<file path="src/rtl/nic_register_interface.sv">
// Processor-side NIC register block: single-entry input and output channel buffers,
// memory-mapped load/store access, and a polarity-gated send/ready router handshake.
module nic_register_interface #(
    parameter int DATA_WIDTH = 64,
    parameter int VC_BIT     = DATA_WIDTH - 1
) (
    input  logic                  clk,
    input  logic                  reset,
    input  logic                  nicEn,
    input  logic                  nicEnWr,
    input  logic [1:0]            adder_nic,
    input  logic [DATA_WIDTH-1:0] d_in,
    output logic [DATA_WIDTH-1:0] d_out,
    input  logic                  net_si,
    output logic                  net_ri,
    input  logic [DATA_WIDTH-1:0] net_di,
    output logic                  net_so,
    input  logic                  net_ro,
    output logic [DATA_WIDTH-1:0] net_do,
    input  logic                  net_polarity
);

    typedef enum logic [1:0] {
        ADDR_IN_BUF   = 2'b00,
        ADDR_IN_STAT  = 2'b01,
        ADDR_OUT_BUF  = 2'b10,
        ADDR_OUT_STAT = 2'b11
    } reg_addr_e;

    logic [DATA_WIDTH-1:0] in_buf;
    logic [DATA_WIDTH-1:0] out_buf;
    logic                  in_full;
    logic                  out_full;
    logic                  out_drop;

    reg_addr_e addr;
    logic      load;
    logic      store;
    logic      deposit;
    logic      in_read;
    logic      out_write;
    logic      out_reject;
    logic      stat_read;

    assign addr  = reg_addr_e'(adder_nic);
    assign load  = nicEn & ~nicEnWr;
    assign store = nicEn & nicEnWr;

    assign net_ri  = ~in_full;
    assign deposit = net_si & net_ri;
    assign in_read = load & (addr == ADDR_IN_BUF) & in_full;

    // The full check uses the pre-edge flag, so a store racing a send is still dropped.
    assign out_write  = store & (addr == ADDR_OUT_BUF) & ~out_full;
    assign out_reject = store & (addr == ADDR_OUT_BUF) & out_full;
    assign stat_read  = load & (addr == ADDR_OUT_STAT);

    assign net_so = out_full & net_ro & (out_buf[VC_BIT] == net_polarity);
    assign net_do = out_buf;

    // NOTE: every always_comb output gets a default before the case so no latch is inferred.
    always_comb begin
        d_out = '0;
        if (nicEn && !nicEnWr) begin
            case (addr)
                ADDR_IN_BUF:   d_out = in_buf;
                ADDR_IN_STAT:  d_out = {{(DATA_WIDTH-1){1'b0}}, in_full};
                ADDR_OUT_BUF:  d_out = out_buf;
                ADDR_OUT_STAT: d_out = {{(DATA_WIDTH-2){1'b0}}, out_drop, out_full};
            endcase
        end
    end

    // NOTE: state updates use non-blocking assignments so every branch sees pre-edge values.
    // NOTE: the data buffers are cleared on reset too, so d_out and net_do read 0 afterwards.
    always_ff @(posedge clk) begin
        if (reset) begin
            in_buf   <= '0;
            out_buf  <= '0;
            in_full  <= 1'b0;
            out_full <= 1'b0;
            out_drop <= 1'b0;
        end else begin
            // deposit needs in_full=0 and in_read needs in_full=1, so they never collide
            if (deposit) begin
                in_buf  <= net_di;
                in_full <= 1'b1;
            end else if (in_read) begin
                in_full <= 1'b0;
            end

            if (out_write) begin
                out_buf  <= d_in;
                out_full <= 1'b1;
            end else if (net_so) begin
                out_full <= 1'b0;
            end

            if (out_reject) begin
                out_drop <= 1'b1;
            end else if (stat_read) begin
                out_drop <= 1'b0;
            end
        end
    end

endmodule
</file>
<file path="config.mk">
export PLATFORM = sky130hd
export DESIGN_NAME = nic_register_interface
export DESIGN_NICKNAME = d
export VERILOG_FILES = /design/src/rtl/nic_register_interface.sv
export SDC_FILE = /design/constraint.sdc
export NUM_CORES = 1
export LEC_CHECK = 0
export BUFFER_PORTS_ARGS = -buffer_cell sky130_fd_sc_hd__buf_4
export CAP_MARGIN = 20
export CELL_PAD_IN_SITES_DETAIL_PLACEMENT = 0
export CELL_PAD_IN_SITES_GLOBAL_PLACEMENT = 2
export CORE_UTILIZATION = 26
export CTS_CLUSTER_DIAMETER = 80
export CTS_CLUSTER_SIZE = 28
export DETAILED_ROUTE_END_ITERATION = 10
export PLACE_DENSITY = 0.88
export RECOVER_POWER = 100
export SLEW_MARGIN = 20
export SYNTH_ARGS = -nofsm -noshare
export SYNTH_HDL_FRONTEND = slang
export SYNTH_SLANG_ARGS = --single-unit
</file>
<file path="constraint.sdc">
create_clock -name clk -period 1.7 [get_ports clk]
set_input_delay 0.34 -clock clk [delete_from_list [all_inputs] [get_ports clk]]
set_output_delay 0.34 -clock clk [all_outputs]
set_load 0.005 [all_outputs]
</file>
== Word level (Yosys, flattened, before mapping) ==
Index checks and enable logic that the tools add are counted.

* Equal/unequal tests: 4
* Multiplexer cells: 8
* Bitwise logic cells: 14
* Reductions and logical operators: 6

{| class="wikitable"
|+ Operators by type and width
! cell !! number
|-
| one-hot mux 64 bit (4 select lines) || 1
|-
| two-way mux 64 bit || 1
|-
| bitwise AND 1 bit || 11
|-
| two-way mux 1 bit || 6
|-
| nonzero test 2 bit || 3
|-
| == test 2 bit, second input constant || 2
|-
| NOT 1 bit || 3
|-
| == test 2 x 1 -> 1 bit, second input constant || 1
|-
| logical NOT 2 bit || 1
|-
| == test 1 bit || 1
|-
| logical AND 1 bit || 1
|-
| logical NOT 1 bit || 1
|}

* Bits in registers: 131
* Bits of input ports: 137
* Output and inout bits: 130
* Word-level logic and storage cells: 37

== Longest topological paths before layout ==
Gate-level depths: netlist of the first run.

* Depth after elaboration: 6
* Depth in mapped cells: 6

== Worst setup path after synthesis of the first run ==
Ideal clock, no wire load.

* Path kind: input to output
* Start: input adder_nic[0]
* End: output d_out[10]
* Arrival time: 1280 ps
* Data required time: 1360 ps
* Path slack: 80 ps
* Cell stages on the path: 4
* Cells stage by stage: clkbuf_1 > nor3_2 > buf_2 > a22o_1

* Cells in the longest elaborated chain, start to end: 3

{| class="wikitable"
|+ RTL lines
! what !! RTL line !! RTL
|-
| start, declared || 11 || <nowiki>input logic [1:0] adder_nic,</nowiki>
|-
| == test 2 bit, or another cell as far along || 65 || <nowiki>case (addr)</nowiki>
|-
| one-hot mux 64 bit (4 select lines) * || 65 ||
|-
| two-way mux 64 bit * || 64 || <nowiki>if (nicEn && !nicEnWr) begin</nowiki>
|-
| end, declared || 13 || <nowiki>output logic [DATA_WIDTH-1:0] d_out,</nowiki>
|}

Every way passes the cells marked *; elsewhere a longest branch is shown, timed or not.

== Final worst setup path of the first run ==
* Start: input nicEnWr
* End: output d_out[19]

* Cells in the longest elaborated chain, start to end: 3

{| class="wikitable"
|+ RTL lines
! what !! RTL line !! RTL
|-
| start, declared || 10 || <nowiki>input logic nicEnWr,</nowiki>
|-
| logical NOT 1 bit || 64 ||
|-
| logical AND 1 bit || 64 ||
|-
| two-way mux 64 bit || 64 ||
|}

Every way passes these cells.

==> impl_summary.log, run 1 <==
INFO  metric status = complete, but fails checks
INFO  metric violated_checks = DRC, setup timing
INFO  metric largest_incremental_delay_on_the_critical_path = 0.22 ns
INFO  metric timing.critical_path.mode_cell = buf_6
INFO  metric final_layout_fill_cell_count = 2256
INFO  metric grt_max_degree = 68
INFO  metric worstSetupPathType = in -> out
INFO  metric synthDominantAreaCellType = dfxtp_1
INFO  metric cts_sinks = 131
INFO  metric synth_fp_nets = 794
INFO  metric end_kind = output pin
INFO  metric number_of_placement_rows = 54
INFO  metric min_path_type = in -> reg
INFO  metric global_route_wire_length_before_repair = 30.62 mm
INFO  metric static-leakage-power = 3.786 nW
INFO  metric die-height = 152.7 um
INFO  metric ios = 267
INFO  metric required = 1.36 ns
INFO  metric dpl.hpwl = 13.41 mm
INFO  metric worst_ep_arrival_time = 1.47 ns
INFO  metric routed-wl-met2 = 9.945 mm
INFO  metric die_x = 152.7 um
INFO  metric power_density = 870.9 nW/um2
INFO  metric dp.cells = 1166
INFO  metric first_global_vias = 5440
INFO  metric tritoncts.num_buffers = 17
INFO  metric grt_util_all_layers = 16.99%
INFO  metric critPathSlowestCell = nor3b_4
INFO  metric holdWs = 0.1669 ns
INFO  metric cts-root-buf = clkbuf_16
INFO  metric synthesis.area = 5908 um2
INFO  metric slew_viol_final = 0
INFO  metric detail_route.wirelength.met1 = 8.780 mm
INFO  metric gp_congestion = 0.7252
INFO  metric async_flop_share = 0%
INFO  metric synth_flop_cell = dfxtp_1
INFO  metric synth_cell_types = 30
INFO  metric critical_path.n_buffers_inverters = 4
INFO  metric finalNonFillerCells = 1210
INFO  metric finClkSkew = 0.01466 ns
INFO  metric ys.warnings.count = 0
INFO  metric detailed_router_iteration_count_before_antenna_repair = 7
INFO  metric drive_above_1_share = 35.81%
INFO  metric antennaDiodeCount = 0
INFO  metric yosys.area.top_type_share = 44.39%
INFO  metric maxClockFrequency = 0.5519 GHz
INFO  metric wl_per_cell = 16.91 um
INFO  metric synth.avg_cell_area = 8.993 um2
INFO  metric synth.yosys.seq_area_share = 44.39%
INFO  metric synth_cells = 657
INFO  metric layout.nets = 1056
INFO  metric post-route-period-util = 106.6%
INFO  metric slew_headroom = 67.98%
INFO  metric met3_length = 1.362 mm
INFO  metric synth-edff-count = 0
INFO  metric worst_setup_path_start_kind = input pin
INFO  metric rsz0062_at_grt = yes
INFO  metric avgViaCountPerCell = 4.615
INFO  metric final-hold-violation-count = 0
INFO  metric total_power_draw = 7.847 mW
INFO  metric layout.core_utilization = 40.91%
INFO  metric syn_to_final_growth = 52.50%
INFO  metric post-route-min-period = 1.812 ns
INFO  metric cts_htree_levels = 4
INFO  metric drtAntennaViolNets = 0
INFO  metric ys_ff_latch = 131
INFO  metric insertion_delay = 0.42 ns
INFO  metric cap_viol_max_count = 0
INFO  metric core_region_area = 22030 um2
INFO  metric routed_wirelength = 20.46 mm
INFO  metric worstMarginPinSlew = 0.4803 ns
INFO  metric pre_cts_ws = -0.1821 ns
INFO  metric clkSlewWorstSetupHoldPaths = 0.06 ns
INFO  metric cts_buffer_depth = 2
INFO  metric die_area = 23330 um2
INFO  metric numPortBuffers = 266
INFO  metric drc = 17
INFO  metric max_used_layer = met4
INFO  metric finalSetupViolations = 63
INFO  metric finalWorstSetupSlack = -0.1120 ns
INFO  metric dr_total_vias = 5584
INFO  metric initial_core_util = 26.82%
INFO  metric post_synth_main_area_contributors = dfxtp_1, nand2b_1, mux2i_1
INFO  metric overflow = 0
INFO  metric crit_fanout = 8
INFO  metric critical_path.top_delay_family = buffers and inverters
INFO  metric ordered_cell_list_for_the_critical_path = buf_6 > nand2b_4 > nor3b_4 > buf_6 > buf_12 > a22o_1 > buf_4
INFO  metric antenna_found_initial = 0
INFO  metric cts_tree = built
INFO  metric dr.first_iter.drc_count = 202
INFO  metric max-vdd-ir-drop = 0.0005560 V
synthesized netlist by cell type, types with 2 or more instances:
| library cell | count |
|---|---|
| nand2b_1 | 130 |
| nand2_1 | 128 |
| buf_1 | 10 |
| nor2b_1 | 2 |
| a21oi_1 | 65 |
| buf_2 | 16 |
| dfxtp_1 | 131 |
| buf_8 | 5 |
| a22o_1 | 62 |
| mux2i_1 | 64 |
| buf_4 | 2 |
| nor2_1 | 3 |
| clkbuf_1 | 22 |
layout by cell type, fill, tap and decap left out, types with 3 or more instances in the layout:
cell type and count:
dfxtp_1 130, nand2_1 128, a21oi_1 65, clkinv_2 5
mux2i_1 64, bufinv_16 3, clkinvlp_4 3, nand2b_1 128
buf_6 8, nor2_1 3, clkbuf_1 8, a22o_1 62
clkbuf_16 19, buf_12 12, clkbuf_4 61, buf_4 208
per-layer routing:
layer  vias up  GRT usage (%)
li1       2746              -
met3        21          4.636
met4         0          6.253
met5         -              0
met1      2638          20.57
met2       179          28.70
power by group:
group          switching [mW]  internal, mW  total (mW)
sequential             0.0836          3.19        3.28
clock                    1.38          2.31        3.70
combinational           0.383         0.488       0.871
total                    1.85          6.00        7.85
tightest hold or removal path, cell delays in order:
cell and delay [ns]:
buf_4 0.11, nand2_1 0.04, a21oi_1 0.05
cell families (layout without fill, tap and decap cells):
group	count (synthesis)	count (layout)	share of synthesized area, %
and+or+nand+nor	269	269	23.40
AOI/OAI and AO/OA	133	133	15.48
DFF	131	131	44.39
muxes	66	66	11.41
buffers and inverters	57	330	5.167
xor gates and xnor gates	1	1	0.1483
sequential cells by signal (all words and copies together) (netlist names):
name / cells
out_drop: 1
out_full: 1
net_do: 64
in_buf: 64
in_full: 1
per-stage QoR:
stage | instance area [um2] | TNS (ns)
after floorplan | 5908 | 0
final | 9010 | -3.579
after CTS | 9061 | -3.537
after global placement | 8244 | -7.477
after detailed placement | 8244 | -8.146
after global routing | 9010 | -9.450
area by class of cell:
class	instances	area (um2)	share of cell area, %
flip-flops and latches	131	2624	29.12
well taps	280	350.3	3.888
inverters	1	3.754	0.04166
repair buffers	299	2441	27.09
clock buffers	19	442.9	4.916
clock inverters	11	137.6	1.528
multi-input cells	469	3010	33.41
path summary, 6_finish.rpt:
kind	cells after the start	from	slack, ns	end
setup / recovery	7	nicEnWr	-0.11	d_out[19]
hold / removal	3	net_di[3]	0.17	in_buf[3]
setup reg to reg	4	out_full	0.04	net_do[21]
hold reg to reg	2	in_buf[27]	0.46	in_buf[27]
what timing repair did:
action,in CTS,in global routing
resized for setup,20,6
setup buffers,8,3
gates cloned,3,3
pin swaps,2,15
endpoints found under the setup margin,64,64
hold buffers,0,0
(Power assumes the default switching activity.)
==> run 2: changes to the inputs <==
Settings changed: CORE_UTILIZATION 26 to 28, PLACE_DENSITY 0.88 to 0.93.
Clock period 1.7 ns to 2.2 ns, I/O delays scaled along.
==> run 2 against run 1 <==
Net effect:
- critical path type unchanged
- flip-flop and latch count unchanged
- critical endpoint is now d_out[41]
- count of clock-buffer cells in the layout stayed put
- hold slack improved by 0.11 ns
- global-route usage shrank 0.83 points
- the run now ends clean
- first-iteration DRC count decreased by 23%
- clock skew down 0.0081 ns
- register-to-register slack better by 0.24 ns
- power is 23% lower
==> impl_summary.log, run 2 (synthesis gave the netlist of run 1 again) <==
INFO  metric finalInstanceArea = 8677 um2 (was 9010 um2)
INFO  metric clkSlewWorstSetupHoldPaths = 0.06 ns (about the same)
INFO  metric drtAntennaViolNets = 0 (unchanged)
INFO  metric dr_total_vias = 5376 (was 5584)
INFO  metric worst_setup_path_start_kind = input pin (unchanged)
INFO  metric cts_resized = 0 (was 20)
INFO  metric cts_tree = built (unchanged)
INFO  metric insertion_delay = 0.40 ns (was 0.42 ns)
INFO  metric min_path_type = in -> reg (unchanged)
INFO  metric number_of_placement_rows = 52 (was 54)
INFO  metric max-vdd-ir-drop = 0.0004620 V (was 0.0005560 V)
INFO  metric slew_viol_final = 0 (unchanged)
INFO  metric antenna_found_initial = 1 (was 0)
INFO  metric power_density = 695.3 nW/um2 (was 870.9 nW/um2)
INFO  metric maxClockFrequency = 0.4699 GHz
INFO  metric finClkSkew = 0.006510 ns (was 0.01466 ns)
INFO  metric gp_congestion = 0.7651 (was 0.7252)
INFO  metric grt_max_degree = 119 (was 68)
INFO  metric final-hold-violation-count = 0 (unchanged)
INFO  metric numPortBuffers = 266 (unchanged)
INFO  metric cts-root-buf = clkbuf_16 (unchanged)
INFO  metric static-leakage-power = 3.572 nW (was 3.786 nW)
INFO  metric avgViaCountPerCell = 4.552 (was 4.615)
INFO  metric grt_util_all_layers = 16.16% (was 16.99%)
INFO  metric drive_above_1_share = 32.97% (was 35.81%)
INFO  metric end_kind = output pin (unchanged)
INFO  metric cts_htree_levels = 4 (unchanged)
INFO  metric overflow = 0 (unchanged)
INFO  metric cts_buffer_depth = 2 (unchanged)
INFO  metric layout.nets = 1035 (was 1056)
INFO  metric cap_viol_max_count = 0 (unchanged)
INFO  metric whs_path_depth = 3 (unchanged)
INFO  metric depth_of_the_worst_register_to_register_path = 3 (was 4)
INFO  metric worstSetupPathType = in -> out (unchanged)
INFO  metric post-route-period-util = 96.73%
INFO  metric first_global_vias = 5144 (was 5440)
INFO  metric die_x = 147.3 um (was 152.7 um)
INFO  metric rsz0062_at_grt = no (was yes)
INFO  metric tritoncts.num_buffers = 17 (unchanged)
INFO  metric dpl.hpwl = 12.61 mm (was 13.41 mm)
INFO  metric die_area = 21690 um2 (was 23330 um2)
INFO  metric routed_wirelength = 17.86 mm (was 20.46 mm)
INFO  metric required = 1.76 ns (was 1.36 ns)
INFO  metric detailed_router_iteration_count_before_antenna_repair = 4 (was 7)
INFO  metric status = completed (was complete, but fails checks)
INFO  metric initial_core_util = 28.92% (was 26.82%)
INFO  metric post-cts-setup-buffer-count = 0 (was 8)
INFO  metric dr.first_iter.drc_count = 155 (was 202)
INFO  metric layout.cells.most_common_list = buf_4, dfxtp_1, nand2b_1, nand2_1, clkbuf_4 (was buf_4, dfxtp_1, nand2_1, nand2b_1, a21oi_1)
INFO  metric finalSetupViolations = 0 (was 63)
INFO  metric worstMarginPinSlew = 0.9768 ns (was 0.4803 ns)
INFO  metric wl_per_cell = 15.12 um (was 16.91 um)
INFO  metric cts_sinks = 131 (unchanged)
INFO  metric post-route-min-period = 2.128 ns
INFO  metric ios = 267 (unchanged)
INFO  metric global_route_wire_length_before_repair = 27.62 mm (was 30.62 mm)
INFO  metric placed_area = 8154 um2 (was 8244 um2)
INFO  metric worst_ep_arrival_time = 1.69 ns (was 1.47 ns)
INFO  metric drc = 0 (was 17)
INFO  metric syn_to_final_growth = 46.87% (was 52.50%)
INFO  metric most_common_library_cell_in_the_layout_ignoring_fill_and_taps = buf_4 (unchanged)
INFO  metric slew_headroom = 33.96% (was 67.98%)
INFO  metric setup_tns = 0 ns (was -3.579 ns)
INFO  metric die-height = 147.3 um (was 152.7 um)
INFO  metric final_layout_fill_cell_count = 2081 (was 2256)
INFO  metric core_region_area = 20430 um2 (was 22030 um2)
INFO  metric crit_fanout = 36 (was 8)
INFO  metric post_cts_hold_buffer_count = 0 (unchanged)
## run 2: changes by cell type in the layout (fill, tap and decap cells not counted), sizes merged
| cell | delta |
|---|---|
| inv | +1 |
| diode | +1 |
| buf | -72 |
| clkbuf | +51 |
## run 2: report_power, final
part / switching, mW / internal (mW)
logic: 0.270 / 0.341
registers: 0.0652 / 2.47
clock network: 1.08 / 1.81
## run 2: through the flow
stage | setup slack [ns] | power [mW] | util (%) | instances | hold slack [ns]
after floorplan | 0.3805 | 2.873 | - | 657 | 0.4334
after global placement | 0.1301 | 3.208 | 39.91 | 1149 | 0.4444
after detailed placement | 0.08271 | 3.217 | 39.91 | 1149 | 0.4470
after CTS | 0.08119 | 6.153 | 42.85 | 1180 | 0.2547
after global routing | 0.005666 | 6.337 | 42.47 | 1181 | 0.2583
final | 0.07204 | 6.033 | 42.47 | 1181 | 0.2793
## run 2: layer usage
| metal | up-vias | track usage [%] | part of all wire [%] |
|---|---|---|---|
| li1 | 2704 | - | - |
| met2 | 159 | 27.10 | 48 |
| met5 | - | 0 | 0 |
| met3 | 11 | 4.658 | 6.7 |
| met4 | 0 | 5.567 | 1.5 |
| met1 | 2502 | 19.68 | 44 |
## run 2: final cells by class
cell class	instances	area (um2)	share of cell area, %
diodes	1	2.502	0.02884
repair buffers	278	2122	24.46
flip-flops and latches	131	2623	30.22
clock inverters	12	157.7	1.817
inverters	1	3.754	0.04326
well taps	270	337.8	3.893
clock buffers	19	442.9	5.105
multi-input cells	469	2988	34.43
## run 2: worst paths after layout
check | startpoint | end | slack (ns)
hold / removal | net_di[10] | in_buf[10] | 0.28
setup reg to reg | out_full | net_do[55] | 0.28
setup / recovery | nicEnWr | d_out[41] | 0.07
hold reg to reg | in_buf[11] | in_buf[11] | 0.45
## run 2: worst max-delay path, cell delays in order
cell and delay, ns:
buf_4 0.12, nand2b_1 0.24, nor3b_4 0.33, buf_12 0.24
a22o_1 0.16, clkbuf_4 0.12
